`src/rtl/uart_imem_loader.sv`:
```
// Boot loader: receives a length-prefixed program image over UART 8N1 and writes it
// word by word into instruction memory, then releases the PC.
module uart_imem_loader #(
    parameter int width        = 32,
    parameter int depth        = 1024,
    parameter int CLKS_PER_BIT = 868
) (
    input  logic             clk,
    input  logic             reset,
    input  logic             rx,
    output logic             imem_we,
    output logic [width-1:0] imem_addr,
    output logic [width-1:0] imem_wdata,
    output logic             enable_pc,
    output logic             busy,
    output logic             frame_err,
    output logic             overflow
);

    localparam int CW = $clog2(CLKS_PER_BIT);
    localparam logic [CW-1:0]    FULL_M1 = CW'(CLKS_PER_BIT - 1);
    localparam logic [CW-1:0]    HALF_M1 = CW'(CLKS_PER_BIT / 2 - 1);
    localparam logic [width-1:0] DEPTH_W = width'(depth);

    typedef enum logic [1:0] {RX_IDLE, RX_START, RX_DATA, RX_STOP} rxState_t;
    typedef enum logic [1:0] {LD_HDR, LD_LOAD, LD_DONE} ldState_t;

    rxState_t         rxState_q, rxState_d;
    ldState_t         ldState_q, ldState_d;
    logic             rxMeta_q, rxSync_q, rxPrev_q;
    logic [CW-1:0]    clkCnt_q, clkCnt_d;
    logic [2:0]       bitCnt_q, bitCnt_d;
    logic [7:0]       shift_q, shift_d;
    logic [1:0]       lane_q, lane_d;
    logic [width-1:0] word_q, word_d, accWord;
    logic [width-1:0] count_q, count_d;
    logic [width-1:0] wordIdx_q, wordIdx_d;
    logic [width-1:0] addr_d, wdata_d;
    logic             we_d, enable_d, busy_d, ferr_d, ovf_d;
    logic             byteValid, startOk, stopBad;

    always_ff @(posedge clk or negedge reset) begin
        if (!reset) begin
            rxMeta_q   <= 1'b1;
            rxSync_q   <= 1'b1;
            rxPrev_q   <= 1'b1;
            rxState_q  <= RX_IDLE;
            ldState_q  <= LD_HDR;
            clkCnt_q   <= '0;
            bitCnt_q   <= '0;
            shift_q    <= '0;
            lane_q     <= '0;
            word_q     <= '0;
            count_q    <= '0;
            wordIdx_q  <= '0;
            imem_we    <= 1'b0;
            imem_addr  <= '0;
            imem_wdata <= '0;
            enable_pc  <= 1'b0;
            busy       <= 1'b0;
            frame_err  <= 1'b0;
            overflow   <= 1'b0;
        end else begin
            rxMeta_q   <= rx;
            rxSync_q   <= rxMeta_q;
            rxPrev_q   <= rxSync_q;
            rxState_q  <= rxState_d;
            ldState_q  <= ldState_d;
            clkCnt_q   <= clkCnt_d;
            bitCnt_q   <= bitCnt_d;
            shift_q    <= shift_d;
            lane_q     <= lane_d;
            word_q     <= word_d;
            count_q    <= count_d;
            wordIdx_q  <= wordIdx_d;
            imem_we    <= we_d;
            imem_addr  <= addr_d;
            imem_wdata <= wdata_d;
            enable_pc  <= enable_d;
            busy       <= busy_d;
            frame_err  <= ferr_d;
            overflow   <= ovf_d;
        end
    end

    // Edge-triggered start detection keeps a low stop bit from re-arming the receiver.
    always_comb begin
        rxState_d = rxState_q;
        clkCnt_d  = clkCnt_q;
        bitCnt_d  = bitCnt_q;
        shift_d   = shift_q;
        byteValid = 1'b0;
        startOk   = 1'b0;
        stopBad   = 1'b0;
        case (rxState_q)
            RX_IDLE: begin
                if (rxPrev_q && !rxSync_q) begin
                    rxState_d = RX_START;
                    clkCnt_d  = '0;
                    bitCnt_d  = '0;
                end
            end
            RX_START: begin
                if (clkCnt_q == HALF_M1) begin
                    clkCnt_d = '0;
                    if (!rxSync_q) begin
                        startOk   = 1'b1;
                        rxState_d = RX_DATA;
                    end else begin
                        rxState_d = RX_IDLE;
                    end
                end else begin
                    clkCnt_d = clkCnt_q + 1'b1;
                end
            end
            RX_DATA: begin
                if (clkCnt_q == FULL_M1) begin
                    clkCnt_d = '0;
                    shift_d  = {rxSync_q, shift_q[7:1]};
                    bitCnt_d = bitCnt_q + 1'b1;
                    if (bitCnt_q == 3'd7) rxState_d = RX_STOP;
                end else begin
                    clkCnt_d = clkCnt_q + 1'b1;
                end
            end
            RX_STOP: begin
                if (clkCnt_q == FULL_M1) begin
                    clkCnt_d  = '0;
                    rxState_d = RX_IDLE;
                    if (rxSync_q) byteValid = 1'b1;
                    else          stopBad   = 1'b1;
                end else begin
                    clkCnt_d = clkCnt_q + 1'b1;
                end
            end
            default: rxState_d = RX_IDLE;
        endcase
    end

    always_comb begin
        ldState_d = ldState_q;
        lane_d    = lane_q;
        word_d    = word_q;
        count_d   = count_q;
        wordIdx_d = wordIdx_q;
        we_d      = 1'b0;
        addr_d    = imem_addr;
        wdata_d   = imem_wdata;
        ovf_d     = overflow;
        enable_d  = enable_pc | (ldState_q == LD_DONE);
        busy_d    = (ldState_q == LD_DONE) ? 1'b0 : (busy | startOk);
        ferr_d    = frame_err | (stopBad && (ldState_q != LD_DONE));
        accWord   = word_q;
        accWord[{lane_q, 3'b000} +: 8] = shift_q;

        if (byteValid && (ldState_q != LD_DONE)) begin
            word_d = accWord;
            lane_d = lane_q + 1'b1;
            if (lane_q == 2'd3) begin
                if (ldState_q == LD_HDR) begin
                    count_d   = accWord;
                    wordIdx_d = '0;
                    if (accWord == '0) begin
                        ldState_d = LD_DONE;
                    end else begin
                        ldState_d = LD_LOAD;
                        if (accWord > DEPTH_W) ovf_d = 1'b1;
                    end
                end else begin
                    // Words past the memory end are consumed so the stream stays aligned.
                    if (wordIdx_q < DEPTH_W) begin
                        we_d    = 1'b1;
                        addr_d  = {wordIdx_q[width-3:0], 2'b00};
                        wdata_d = accWord;
                    end
                    wordIdx_d = wordIdx_q + 1'b1;
                    if (wordIdx_q == count_q - 1'b1) ldState_d = LD_DONE;
                end
            end
        end
    end

endmodule

```
`config.mk`:
```
export PLATFORM = sky130hd
export DESIGN_NAME = uart_imem_loader
export DESIGN_NICKNAME = d
export VERILOG_FILES = /design/src/rtl/uart_imem_loader.sv
export SDC_FILE = /design/constraint.sdc
export NUM_CORES = 1
export LEC_CHECK = 0
export CORE_MARGIN = 5
export CORE_UTILIZATION = 55
export CTS_BUF_LIST = sky130_fd_sc_hd__clkbuf_4
export DETAILED_ROUTE_END_ITERATION = 8
export PLACE_DENSITY = 0.76
export SYNTH_ARGS = -nofsm -noshare
export SYNTH_HDL_FRONTEND = slang
export SYNTH_SLANG_ARGS = --single-unit
```
`constraint.sdc`:
```
create_clock -name clk -period 8.5 [get_ports clk]
set_input_delay 1.7 -clock clk [delete_from_list [all_inputs] [get_ports clk]]
set_output_delay 1.7 -clock clk [all_outputs]
set_load 0.01 [all_outputs]
```
# After elaboration in Yosys (flattened, before gate mapping)
# Index checks and enable logic that the tools add are counted.
# word_totals
ramBits	0
romBits	0
n_memories	0
in_bits	3
register_bits	193
latchBits	0
out_inout_bits	69
elab_cells	99
# classes
add_sub_neg	6
shifts	2
magnitude_cmp	2
n_div	0
bitwise	5
n_mul	0
n_eq_ne	15
reduce_logical	18
n_mux	32
# op_table
operator	n
$add A32 B1 Y32 const B	1
$bwmux W32	1
$eq A32 B32 Y1	1
$gt A32 B11 Y1 const B	1
$logic_not A32 Y1	1
$lt A32 B11 Y1 const B	1
$mux W32	1
$shift A8 B7 Y32 const A	1
$shiftx A8 B7 Y32	1
$sub A32 B1 Y32 const B	1
$mux W10	3
$pmux W10 S3	1
$mux W2	9
$mux W1	13
$ne A2 B2 Y1 const B	6
$add A10 B1 Y10 const B	1
$eq A10 B10 Y1 const B	1
$eq A10 B9 Y1 const B	1
$reduce_and A5 Y1	2
$reduce_and A3 Y1	3
$eq A2 B2 Y1 const B	4
$pmux W2 S4	1
$neg A5 Y7	1
$mux W3	2
14 further kinds	22

# Logic depth before layout (Yosys ltp)
# logic_depth
ltp_word	6
depth_mapped	11
depth_no_buf	10

# Worst setup path after synthesis
# No wires, ideal clock.
# synth_timing
path_kind	reg2reg
start	register count_q[4]
end	register ldState_q[0]
arrival_time_ns	2.751
synth_period_minus_slack_ns	2.881
path_stages_with_launch	11
setup_slack_ns	5.619
path_buffers	2
path_cell_list	dfrtp_1 > buf_2 > or4_1 > buf_4 > or4_1 > nor3_2 > xnor2_1 > o2111ai_1 > a2111oi_0 > and4_1 > o21ai_0
# synth_via
elab_chain_len	4
# synth_rtl
element	line_no	text
start: declaration	36	logic [width-1:0] count_q, count_d;
start signal: assignment	74	count_q <= count_d;
$sub A32 B1 Y32	177	if (wordIdx_q == count_q - 1'b1) ldState_d = LD_DONE;
$eq A32 B32 Y1	177	
$reduce_bool A2 Y1 (no line)	n/a	
$reduce_and A3 Y1 (no line)	n/a	
end signal: assignment	68	ldState_q <= ldState_d;
end: declaration	29	ldState_t ldState_q, ldState_d;
# No other way between the ends.
# A chain may end at the register's enable or synchronous reset.

# Worst setup path after layout
# layout_timing
start	register clkCnt_q[0]
end	register ldState_q[0]
# layout_via
elab_chain_len	5
# layout_rtl
element	line_no	text
start: declaration	31	logic [CW-1:0] clkCnt_q, clkCnt_d;
start signal: assignment	69	clkCnt_q <= clkCnt_d;
$eq A10 B10 Y1	127	if (clkCnt_q == FULL_M1) begin
$mux W1	127	
$mux W1	95	case (rxState_q)
$logic_and A1 B1 Y1	156	if (byteValid && (ldState_q != LD_DONE)) begin
$reduce_and A3 Y1 (no line)	n/a	
# No other way between the ends.

==> key figures <==
Outcome
  – Status: finished clean

Power and ir drop
  – Largest vdd supply drop: 137 uV
  – Leakage component of the power: 0.00485 uW
  – Power Dens Cells: 156 mW/mm^2
  – Design Power: 1680 uW

Run
  – Max capacitance violation total: 0

Final layout
  – Final-stage net count: 1037
  – Post-route cell area: 0.0107 sq mm
  – Layout cell share with drive strength beyond 1: 8.20%
  – P&R area growth vs syn: 12.1%

Global route
  – Met3 Track Usage GR: 3.98%
  – Aggregate global-route resource usage: 23.8%
  – Antenna violations before repair: 1
  – Global route total overflow: 0
  – Met1 layer usage reported by global route: 34.9%
  – Largest net degree at the start of global routing: 110
  – Via count of the first global-routing pass: 7358
  – Global-route wire length before repair: 38.7 mm
  – Met2 global-route usage: 36.8%
  – Grt peak-use layer: met2

Clock tree
  – Count of hold-fix buffers inserted at cts: 0
  – Cell at the root of the clock tree: sky130_fd_sc_hd__clkbuf_4
  – Clock tree from TritonCTS: done
  – Buffers inserted during post-CTS setup optimization: 0
  – Clock slew at the register clock pins of the worst setup and hold paths: 0.16 ns
  – Latest clock arrival within the worst-skew pair: 0.61 ns
  – Number of clock buffers inserted by TritonCTS: 17
  – CTS H-tree depth: 4
  – Largest buffer count on any clock path: 2
  – Count of clock tree sinks: 193
  – Cells resized by post-CTS repair: 0

Critical path
  – Category of the critical setup timing path: reg -> reg
  – Worst Reg2Reg Path Length in Cells: 9
  – Critical register-to-register path endpoint: ldState_q[0]
  – Total buffers and inverters traversed by the critical path: 0
  – Critical path startpoint category: flop
  – Cell-by-cell trace of the critical path: ha_1, nand2b_1, nor4_2, nand4_1, nor4_1, nand4_1, a2111oi_0, and4_1, o21ai_0
  – Logic depth of the worst setup path including buffers: 9
  – Largest incremental delay on the critical path: 0.57 ns
  – Critical path's most frequent cell: sky130_fd_sc_hd__nand4_1
  – Largest fanout on the critical path: 10
  – Cell with the largest stage delay on the worst path: sky130_fd_sc_hd__nand4_1
  – Required time of the worst setup path: 8.99 ns
  – Data arrival time of the critical path: 3.82 ns
  – Setup slack of the most critical reg-to-reg path: 5.17 ns
  – Start of the worst register-to-register path: clkCnt_q[0]
  – Largest delay contributor family on the critical path: simple AND/OR/NAND/NOR gates
  – Nature of the critical path endpoint: flop

Synthesis
  – Post-synthesis average cell area: 9.64 sq um
  – Leading area contributor after synthesis: sky130_fd_sc_hd__dfrtp_1
  – Yosys warning count: 0
  – Share of Yosys cell area claimed by the top area cell type: 49.7%
  – Most common flop cell mapped by yosys: sky130_fd_sc_hd__dfrtp_1
  – Post-synthesis instance total: 993
  – Most common cell in the synthesized netlist: sky130_fd_sc_hd__dfrtp_1
  – Post-Syn Area: 0.00957 sq mm
  – Most used standard cells in the synthesized netlist: 190 x sky130_fd_sc_hd__dfrtp_1, 101 x sky130_fd_sc_hd__o21ai_0, 92 x sky130_fd_sc_hd__nand2_1
  – Number of unique standard cell types used by synthesis: 67
  – Top cells by area, synth: sky130_fd_sc_hd__dfrtp_1 50%, sky130_fd_sc_hd__o21ai_0 5.3%, sky130_fd_sc_hd__a21oi_1 3.7%, sky130_fd_sc_hd__nand2_1 3.6%, sky130_fd_sc_hd__nor2b_1 3.3%
  – Number of enable flip-flop cells after synthesis: 0
  – Fraction of registers with async set/reset: 100%
  – Number of register bits inferred by synthesis: 193
  – Sequential element share of the synthesized area: 50.5%

Timing
  – Count of endpoints failing setup in the final report: 0
  – Total negative slack: 0 ns
  – Setup repair after global routing missed its margin: false
  – Shortest clock period the worst path allows after layout: 3.33 ns
  – Max Clk Rate: 300 MHz
  – Final hold viol count: 0
  – Relative slew margins: 26.6%
  – Final-report max-slew violation count: 0
  – Final Skew: 0.0335 ns
  – Worst-Margin Slew: 1.09 ns
  – Final period util: 39.2%

Hold path
  – Number of instances on the worst hold path: 0
  – Class of the tightest hold or removal check: reg -> reg
  – Launch instance of the worst min-delay path: rxMeta_q
  – Worst Hold End: rxSync_q

Routing
  – Per-cell routed wire length: 18.5 um
  – Count of TritonRoute iterations in the first routing pass: 5
  – Vias post-DR: 7611
  – Number of DRC markers after the initial detailed-route iteration: 719
  – Sum of routed wire length over all layers: 23.3 mm
  – Vias per cell: 6.03
  – Remaining DRCs: 0
  – Remaining antenna violation count after routing: 0

Place
  – Final weighted congestion in routability-driven placement: 0.880
  – HPWL after detailed placement: 16.3 mm
  – Placed cell areas: 0.0103 sq mm
  – Count of input and output buffers: 69

Floorplan
  – Die height: 142 um
  – Placement Rows: 48
  – IO Count: 72
  – DIE WIDTH: 142 um
  – Placeable core region: 0.0172 sq mm
  – Area of the die: 0.0201 sq mm
  – Starting Density: 55.7%
worst register-to-register path, delay by kind of cell (launching register included):
| family | cells | cell delay (ns) |
|---|---|---|
| AO/OA/AOI/OAI | 2 | 0.45 |
| AND/OR/NAND/NOR | 6 | 2.11 |
| adder cells (fa/ha/maj) | 1 | 0.23 |
| flip-flops | 1 | 0.44 |
cell families (layout without fill, tap and decap cells):
group | count (synthesis) | after routing | share of synthesized area [%]
other | 1 | 3 | 0.0392
flip-flops | 193 | 193 | 50.5
buffers and inverters | 81 | 123 | 3.49
AND/OR/NAND/NOR | 392 | 392 | 22.3
adder cells (fa/ha/maj) | 11 | 11 | 1.44
XOR/XNOR | 55 | 55 | 5.03
multiplexers | 23 | 23 | 2.68
AO/OA/AOI/OAI | 237 | 237 | 14.5
state kept, by name, indices dropped and copies added (netlist names), 2 cells and up, named ones only:
signal,cells
bitCnt_q,3
clkCnt_q,10
count_q,32
imem_addr,30
imem_wdata,32
lane_q,2
ldState_q,2
shift_q,8
wordIdx_q,32
word_q,32
cell type report:
type	count	area, sq um
fillers	1441	6450
flip-flops and latches	193	4830
multi-input cells	720	4430
repair buffers	77	754
well taps	225	282
clock inverters	14	240
clock buffers	18	135
inverters	14	52.6
diodes	1	2.50
worst max path at each step:
stage / startpoint / endpoint / slack, ns
after CTS: clkCnt_q[0] / ldState_q[0] / 5.19
after floorplan: count_q[4] / ldState_q[0] / 5.62
final: clkCnt_q[0] / ldState_q[0] / 5.17
after detailed placement: reset / count_q[28] / 4.93
after global placement: reset / count_q[28] / 4.96
after global routing: clkCnt_q[0] / ldState_q[0] / 4.78
report_power, final:
group	internal (uW)	switching, uW	leakage (uW)
combinational	32.9	62.8	0.00197
sequential	933	24.6	0.00268
clock	277	346	0.000195
per-layer routing:
metal / share of wire (%) / routed length (um)
met5: 0 / 0
met4: 1.7 / 398
met3: 5.2 / 1210
met2: 47 / 11000
met1: 46 / 10700
cells in the final DEF (no fill, tap or decap), types with 11 or more instances in the layout:
master / netlist / final
sky130_fd_sc_hd__nand2b_1: 13 / 13
sky130_fd_sc_hd__nor2_1: 77 / 77
sky130_fd_sc_hd__o21ai_0: 101 / 101
sky130_fd_sc_hd__inv_1: 14 / 14
sky130_fd_sc_hd__nand2_1: 92 / 92
sky130_fd_sc_hd__or3_1: 13 / 13
sky130_fd_sc_hd__xnor2_1: 33 / 33
sky130_fd_sc_hd__clkdlybuf4s50_1: 0 / 68
sky130_fd_sc_hd__nor4_1: 17 / 16
sky130_fd_sc_hd__or4_1: 13 / 13
sky130_fd_sc_hd__clkbuf_4: 0 / 18
sky130_fd_sc_hd__nor2b_1: 51 / 51
sky130_fd_sc_hd__dfrtp_1: 190 / 190
sky130_fd_sc_hd__nor3_1: 23 / 22
sky130_fd_sc_hd__and3_1: 14 / 14
sky130_fd_sc_hd__nand4_1: 14 / 14
sky130_fd_sc_hd__mux2_2: 21 / 21
sky130_fd_sc_hd__a21oi_1: 70 / 70
sky130_fd_sc_hd__a22o_1: 17 / 17
sky130_fd_sc_hd__nand3_1: 25 / 25
sky130_fd_sc_hd__ha_1: 11 / 11
sky130_fd_sc_hd__xor2_1: 22 / 22
per-stage QoR:
stage	utilization [%]	std cells	hold slack, ns	setup WS [ns]
final	62.4	1262	0.369	5.17
after global routing	62.4	1262	0.378	4.78
after CTS	62.4	1261	0.369	5.19
after detailed placement	60.2	1229	0.347	4.93
after global placement	60.2	1229	0.346	4.96
after floorplan	-	994	0.345	5.62
No activity file was read; power rests on OpenSTA's default activity.
